<file path="config.mk">
export PLATFORM = sky130hd
export DESIGN_NAME = data_fifo
export DESIGN_NICKNAME = d
export VERILOG_FILES = /design/src/rtl/fifo_pkg.sv /design/src/rtl/fifo_ptr.sv /design/src/rtl/data_fifo.sv
export SDC_FILE = /design/constraint.sdc
export NUM_CORES = 1
export LEC_CHECK = 0
export CORE_MARGIN = 4
export CORE_UTILIZATION = 35
export DETAILED_ROUTE_END_ITERATION = 12
export PLACE_DENSITY_LB_ADDON = 0.15
export SETUP_SLACK_MARGIN = 0.3
export SYNTH_ARGS = -nofsm -noshare
export SYNTH_HDL_FRONTEND = slang
export SYNTH_SLANG_ARGS = --single-unit
</file>
<file path="constraint.sdc">
create_clock -name clk -period 3.33 [get_ports clk]
set_input_delay 0.333 -clock clk [delete_from_list [all_inputs] [get_ports clk]]
set_output_delay 0.333 -clock clk [all_outputs]
set_load 0.005 [all_outputs]
</file>
<file path="src/rtl/fifo_pkg.sv">
// rtl/fifo_pkg.sv - shared helpers and types for the FIFO family
package fifo_pkg;

  // clog2 that never returns 0, so a 1-entry range still gets a 1-bit field
  function automatic int clog2_min1(input int n);
    int r;
    r = $clog2(n);
    return (r < 1) ? 1 : r;
  endfunction

  typedef struct packed {
    logic overflow;
    logic underflow;
  } fifo_status_t;

endpackage

</file>
<file path="src/rtl/fifo_ptr.sv">
// rtl/fifo_ptr.sv - modulo-DEPTH wrap-around pointer with enable and sync clear
module fifo_ptr #(
  parameter int DEPTH  = 4,
  parameter int ADDR_W = 2
) (
  input  logic              clk,
  input  logic              rst_n,
  input  logic              clr,
  input  logic              inc,
  output logic [ADDR_W-1:0] ptr
);

  // Explicit wrap so non-power-of-two depths never index past the array
  always_ff @(posedge clk or negedge rst_n) begin
    if (!rst_n) begin
      ptr <= '0;
    end else if (clr) begin
      ptr <= '0;
    end else if (inc) begin
      if (ptr == ADDR_W'(DEPTH - 1)) ptr <= '0;
      else                           ptr <= ptr + ADDR_W'(1);
    end
  end

endmodule

</file>
<file path="src/rtl/data_fifo.sv">
// rtl/data_fifo.sv - parametrised multi-bit synchronous FIFO with level flags
module data_fifo
  import fifo_pkg::*;
#(
  parameter  int WIDTH      = 8,
  parameter  int DEPTH      = 4,
  parameter  int AFULL_LVL  = DEPTH - 1,
  parameter  int AEMPTY_LVL = 1,
  localparam int ADDR_W     = clog2_min1(DEPTH),
  localparam int COUNT_W    = clog2_min1(DEPTH + 1)
) (
  input  logic               clk,
  input  logic               rst_n,
  input  logic               flush,
  input  logic               push,
  input  logic [WIDTH-1:0]   push_data,
  input  logic               pop,
  output logic [WIDTH-1:0]   pop_data,
  output logic               pop_valid,
  output logic               full,
  output logic               empty,
  output logic               almost_full,
  output logic               almost_empty,
  output logic [COUNT_W-1:0] count,
  output logic               overflow,
  output logic               underflow
);

  if (WIDTH < 1) begin : g_bad_width
    $error("data_fifo: WIDTH must be >= 1");
  end
  if (DEPTH < 2) begin : g_bad_depth
    $error("data_fifo: DEPTH must be >= 2");
  end
  if (AFULL_LVL < 1 || AFULL_LVL > DEPTH) begin : g_bad_afull
    $error("data_fifo: AFULL_LVL out of range 1..DEPTH");
  end
  if (AEMPTY_LVL < 0 || AEMPTY_LVL > DEPTH - 1) begin : g_bad_aempty
    $error("data_fifo: AEMPTY_LVL out of range 0..DEPTH-1");
  end

  logic [WIDTH-1:0]  mem [DEPTH];
  logic [ADDR_W-1:0] wr_ptr;
  logic [ADDR_W-1:0] rd_ptr;
  logic              pop_acc;
  logic              push_acc;
  fifo_status_t      status;

  assign full         = (count == COUNT_W'(DEPTH));
  assign empty        = (count == '0);
  assign almost_full  = (count >= COUNT_W'(AFULL_LVL));
  assign almost_empty = (count <= COUNT_W'(AEMPTY_LVL));
  assign overflow     = status.overflow;
  assign underflow    = status.underflow;

  // A push into a full FIFO is taken only when a same-cycle pop frees the slot
  assign pop_acc  = pop && !empty;
  assign push_acc = push && (!full || pop_acc);

  fifo_ptr #(.DEPTH(DEPTH), .ADDR_W(ADDR_W)) u_wr_ptr (
    .clk   (clk),
    .rst_n (rst_n),
    .clr   (flush),
    .inc   (push_acc),
    .ptr   (wr_ptr)
  );

  fifo_ptr #(.DEPTH(DEPTH), .ADDR_W(ADDR_W)) u_rd_ptr (
    .clk   (clk),
    .rst_n (rst_n),
    .clr   (flush),
    .inc   (pop_acc),
    .ptr   (rd_ptr)
  );

  always_ff @(posedge clk or negedge rst_n) begin
    if (!rst_n) begin
      for (int i = 0; i < DEPTH; i++) mem[i] <= '0;
    end else if (!flush && push_acc) begin
      mem[wr_ptr] <= push_data;
    end
  end

  always_ff @(posedge clk or negedge rst_n) begin
    if (!rst_n) begin
      count <= '0;
    end else if (flush) begin
      count <= '0;
    end else if (push_acc && !pop_acc) begin
      count <= count + COUNT_W'(1);
    end else if (pop_acc && !push_acc) begin
      count <= count - COUNT_W'(1);
    end
  end

  always_ff @(posedge clk or negedge rst_n) begin
    if (!rst_n) begin
      pop_data  <= '0;
      pop_valid <= 1'b0;
    end else if (flush) begin
      pop_data  <= '0;
      pop_valid <= 1'b0;
    end else if (pop_acc) begin
      pop_data  <= mem[rd_ptr];
      pop_valid <= 1'b1;
    end else begin
      pop_valid <= 1'b0;
    end
  end

  always_ff @(posedge clk or negedge rst_n) begin
    if (!rst_n) begin
      status <= '0;
    end else if (flush) begin
      status <= '0;
    end else begin
      if (push && !push_acc) status.overflow  <= 1'b1;
      if (pop && empty)      status.underflow <= 1'b1;
    end
  end

endmodule

</file>
== Word level (Yosys, flattened, before mapping) ==
Index checks and enable logic that the tools add are counted.
Cells by class
  equality and inequality tests: 3
  $add $sub $neg: 4
  multiplexer cells: 22
  bitwise gates (word level): 2
  reductions and logical operators: 20
  $lt $le $gt $ge: 5
Operator list (number)
  two-way mux 8 bit: 5
  bitwise mux 32 bit: 1
  binary-select mux 8 bit (select 2 bit): 1
  demux 8 bit (select 2 bit): 1
  two-way mux 2 bit: 7
  two-way mux 3 bit: 3
  logical AND 1 bit: 8
  nonzero test 2 bit: 4
  greater-or-equal comparator 3 bit (second input constant): 2
  NOT 2 -> 3 bit: 2
  logical NOT 1 bit: 5
  adder 2 x 1 -> 2 bit (second input constant): 2
  equality test 2 bit (second input constant): 2
  two-way mux 1 bit: 4
  adder 3 x 1 -> 3 bit (second input constant): 1
  equality test 3 bit (second input constant): 1
  greater-or-equal comparator 3 x 2 -> 1 bit (second input constant): 1
  less-or-equal comparator 3 x 1 -> 1 bit (second input constant): 1
  logical NOT 3 bit: 1
  < comparator 3 x 1 -> 1 bit (second input constant): 1
  nonzero test 3 bit: 1
  subtractor 3 x 1 -> 3 bit (second input constant): 1
  logical OR 1 bit: 1
Storage, ports and cells
  input port bits: 13
  register bits: 50

== Logic depth before layout (Yosys ltp) ==
  depth after elaboration: 10
  gate-level depth with buffers: 7
  mapped depth without buffers: 7

== Modules after synthesis ==
A second synthesis with hierarchy kept.
Second synthesis, totals
  cell total of the unflattened synthesis: 174
  area, all modules: 2327.2 um^2
By module, submodules not included
  data_fifo: instances 1, cells each 158, sequential area each 1151.1 um^2, area each 2127.0 um^2
  fifo_ptr: instances 2, cells each 8, sequential area each 50.0 um^2, area each 100.1 um^2

== Least setup slack after synthesis ==
Ideal clock, no wire load.
  path kind: flip-flop to flip-flop
  start: register count[0]
  end: register mem[28] (netlist name)
  setup slack: 1.493 ns
  period minus slack after synthesis: 1.837 ns
  cell stages (with the launch flop): 7
  arrival time: 1.710 ns
  cell sequence: dfrtp_1 > inv_1 > ha_1 > and3b_1 > nor3b_4 > nand2_2 > mux2_1
Between the ends
  word-level cells in the longest chain between the ends: 6
Ends and longest elaborated chain
  from (decl): line data_fifo.sv:24  | output logic [COUNT_W-1:0] count,
  from (signal assigned): line data_fifo.sv:90  | count <= count + COUNT_W'(1);
  from (signal assigned): line data_fifo.sv:92  | count <= count - COUNT_W'(1);
  logical NOT 3 bit: line data_fifo.sv:50  | assign empty = (count == '0);
  logical NOT 1 bit: line data_fifo.sv:57  | assign pop_acc = pop && !empty;
  logical AND 1 bit: line data_fifo.sv:57
  logical OR 1 bit *: line data_fifo.sv:58  | assign push_acc = push && (!full || pop_acc);
  logical AND 1 bit *: line data_fifo.sv:58
  logical AND 1 bit *: line data_fifo.sv:79  | end else if (!flush && push_acc) begin
  to (signal, indexed assignment): line data_fifo.sv:80  | mem[wr_ptr] <= push_data;
  to (decl): line data_fifo.sv:42  | logic [WIDTH-1:0] mem [DEPTH];
Mark *: on every way between the ends. The rest lies on a longest branch, timed or not.
A chain may end at the register's enable or synchronous reset.

== Worst setup path in the final report ==
  start: register count[1]
  end: output empty
Between the ends
  word-level cells in the longest chain between the ends: 1
Ends and longest elaborated chain
  logical NOT 3 bit: line data_fifo.sv:50
  to (decl): line data_fifo.sv:21  | output logic empty,
Every way passes these cells.

==> impl_results.md <==
* Worst Tran Pin Value at 0.656 ns
* Reg area at 1250 µm²
* Cells after synthesis at 191
* Initial drt markers at 37
* Clk Latency, worst-skew pair at 0.30 ns
* Critical Path Start Type: flop
* Slowest stage delay, CP at 0.54 ns
* Flops & latches, synth at 50
* Synth warn at 0
* Largest area contributor in the netlist: dfrtp_1
* Global Route Usage Sum at 12.5%
* Reg2reg end: mem[1]
* I/O Buffers at 30
* Family with the most delay on the worst path: buffers and inverters
* Die Ht at 90.8 µm
* Via density at 5.07
* # hold bufs at CTS at 0
* Area Overhead vs Synth at 20.0%
* Critical Path RT at 3.00 ns
* CTS tree: yes
* PnR Total Power at 2.19 mW
* Worst EP arrival at 2.07 ns
* Drt drc at 0
* Crit Path Max Fanout at 8
* Row count at 29
* Syn Nets at 213
* Final setup vio count at 0
* Starting Density at 36.9%
* Worst Skew at 0.00933 ns
* Syn_area_per_cell at 12.6 µm²
* Main synth FF type: dfrtp_1
* Reg-to-Reg Start: count[0]
* Post-CTS Resized at 0
* Vias in the first global route at 1606
* Antenna Violating Nets Remaining at 0
* Final Hold Viols at 0
* Share of layout cells above drive strength 1 at 25.1%
* Status: finished clean
* Slowest cell on the critical path: clkdlybuf4s50_1
* Post-DP HPWL at 3420 µm
* Worst Path Buf+Inv at 3
* Setup WS pre-CTS at 1.14 ns
* Seq/Total Area, Yosys at 52.2%
* RSZ-0062 raised after global routing: false
* CP Class: flop to output pin
* Worst r2r path cells at 6
* Post-synth EDFFs at 0
* Post-synth cell types at 36
* CTS Buffer Depth at 2
* Leakage at 1.25 nW
* Reg clk slew, reported paths at 0.10 ns
* Core Footprint at 6490 µm²
* Die X at 90.8 µm
* Fillers at 609
* Remaining Overflow, GRT at 0
* Tcrit/Tclk final at 72.1%
* Pin count of the biggest net entering global routing at 30
* Final Util at 44.3%
* First-pass GRT wire length at 8110 µm
* Initial antenna violation count at 0
* Commonest cells in the synthesized netlist: dfrtp_1, mux2_2, nand2_1, a21oi_1, nor2_1
* Setup Fix Bufs, Post-CTS at 0
* Most numerous cell in the Yosys netlist: dfrtp_1
* Worst setup EP type: output pin
* Ys async rst share at 100%
* Pwr Density at 760 nW/µm²
* Synth area leaders: dfrtp_1, mux2_2, mux4_2
* Critical-path cell list: inv_1 -> ha_1 -> nand2b_1 -> inv_1 -> clkdlybuf4s50_1
* GPL Wtd Cong at 0.708
* Nets at 244
* Fmax at 417 MHz
* Max Transition Viols Final at 0
* CTS sink cnt at 50
* Worst hold path class: primary input to asynchronous set/reset pin
* DR vias at 1521
* WL/cell at 16.2 µm
* I/O Pins at 31
* TNS Setup at 0 ns
* Yosys top cell area share at 52.2%
* DIE AREA at 8240 µm²
* Mapped Area at 2400 µm²
* Routed WL at 4850 µm
* Fin crit period at 2.40 ns
* Slew headroom at 56.2%
* Critical Path Most Common Cell: inv_1
* DRT Pass-1 Iters at 4
* Reg-to-reg setup timing slack at 1.30 ns
* Antenna cells at 0
* Area occupied by multi-input gates at 1080 µm²
* Setup ws final at 0.930 ns
* Peak supply drop at 0.365 mV
* CTS root buffer: clkbuf_8
* Htree depth at 2
* CTS Buf Count at 5
* Max_cap viols at 0
## flip-flops by register name (all words and copies together) (netlist names)
name / flops
overflow: 1
u_wr_ptr.ptr: 2
count: 3
pop_valid: 1
mem: 32
pop_data: 8
u_rd_ptr.ptr: 2
underflow: 1
## worst reg2reg max path: cells and delay by family, from the launching register on
kind                     cells  cell delay [ns]
AND/OR/NAND/NOR              3             0.74
flip-flops                   1             0.43
multiplexers                 1             0.34
adder cells (fa/ha/maj)      1             0.30
buffers and inverters        1             0.11
## placed cells by master (no fill, tap or decap), types with 2 or more instances in the layout
cell / synthesis / final
o21ai_0: 2 / 2
nand2_2: 3 / 3
inv_1: 7 / 7
a21oi_1: 13 / 13
xor2_1: 2 / 2
nor2_1: 11 / 11
buf_4: 1 / 2
nand2_1: 21 / 21
ha_1: 9 / 9
nand3_1: 2 / 2
clkdlybuf4s50_1: 0 / 29
mux2_2: 32 / 32
a31oi_1: 2 / 2
nand3b_1: 2 / 2
dfrtp_1: 50 / 50
clkbuf_8: 0 / 5
mux4_2: 8 / 8
xnor2_1: 2 / 2
## cells by family after synthesis
group / synth area share (%)
DFF: 52.2
and+or+nand+nor: 10.3
muxes: 23.4
AOI/OAI and AO/OA: 5.27
buffers and inverters: 2.71
adders and majority gates: 4.69
xor gates and xnor gates: 1.46
## how the worst max path moves through the flow
stage,from,end,cells after the start
final,count[1],empty,5
after global routing,count[1],empty,5
after CTS,count[1],empty,5
after detailed placement,pop,mem[1],5
after global placement,pop,mem[28],5
after floorplan,count[0],mem[28],6
## routing by layer
layer,global-route usage (%),up-vias,share of wire [%]
met5,0,-,0
li1,-,731,-
met4,4.52,0,0.85
met3,2.92,6,3.5
met1,16.2,755,47
met2,20.4,29,48
## where the power goes
| group | total (mW) | switching (mW) | internal [mW] |
|---|---|---|---|
| clock | 0.431 | 0.206 | 0.225 |
| sequential | 0.970 | 0.156 | 0.813 |
| combinational | 0.789 | 0.311 | 0.478 |
## per-stage QoR
stage / cells / hold slack (ns) / area (µm²)
after floorplan: 191 / 0.0374 / 2400
after global placement: 292 / 0.407 / 2770
after detailed placement: 292 / 0.401 / 2770
after CTS: 300 / 0.0616 / 2880
after global routing: 300 / 0.0894 / 2880
final: 300 / 0.0468 / 2880
## final cells by class
type,count,area share [%]
inverters,7,0.913
clock buffers,5,2.39
clock inverters,3,1.52
repair buffers,32,10.8
well taps,77,3.35
flip-flops and latches,50,43.5
multi-input cells,126,37.6
Note: power is estimated with default switching activity, not from simulation.
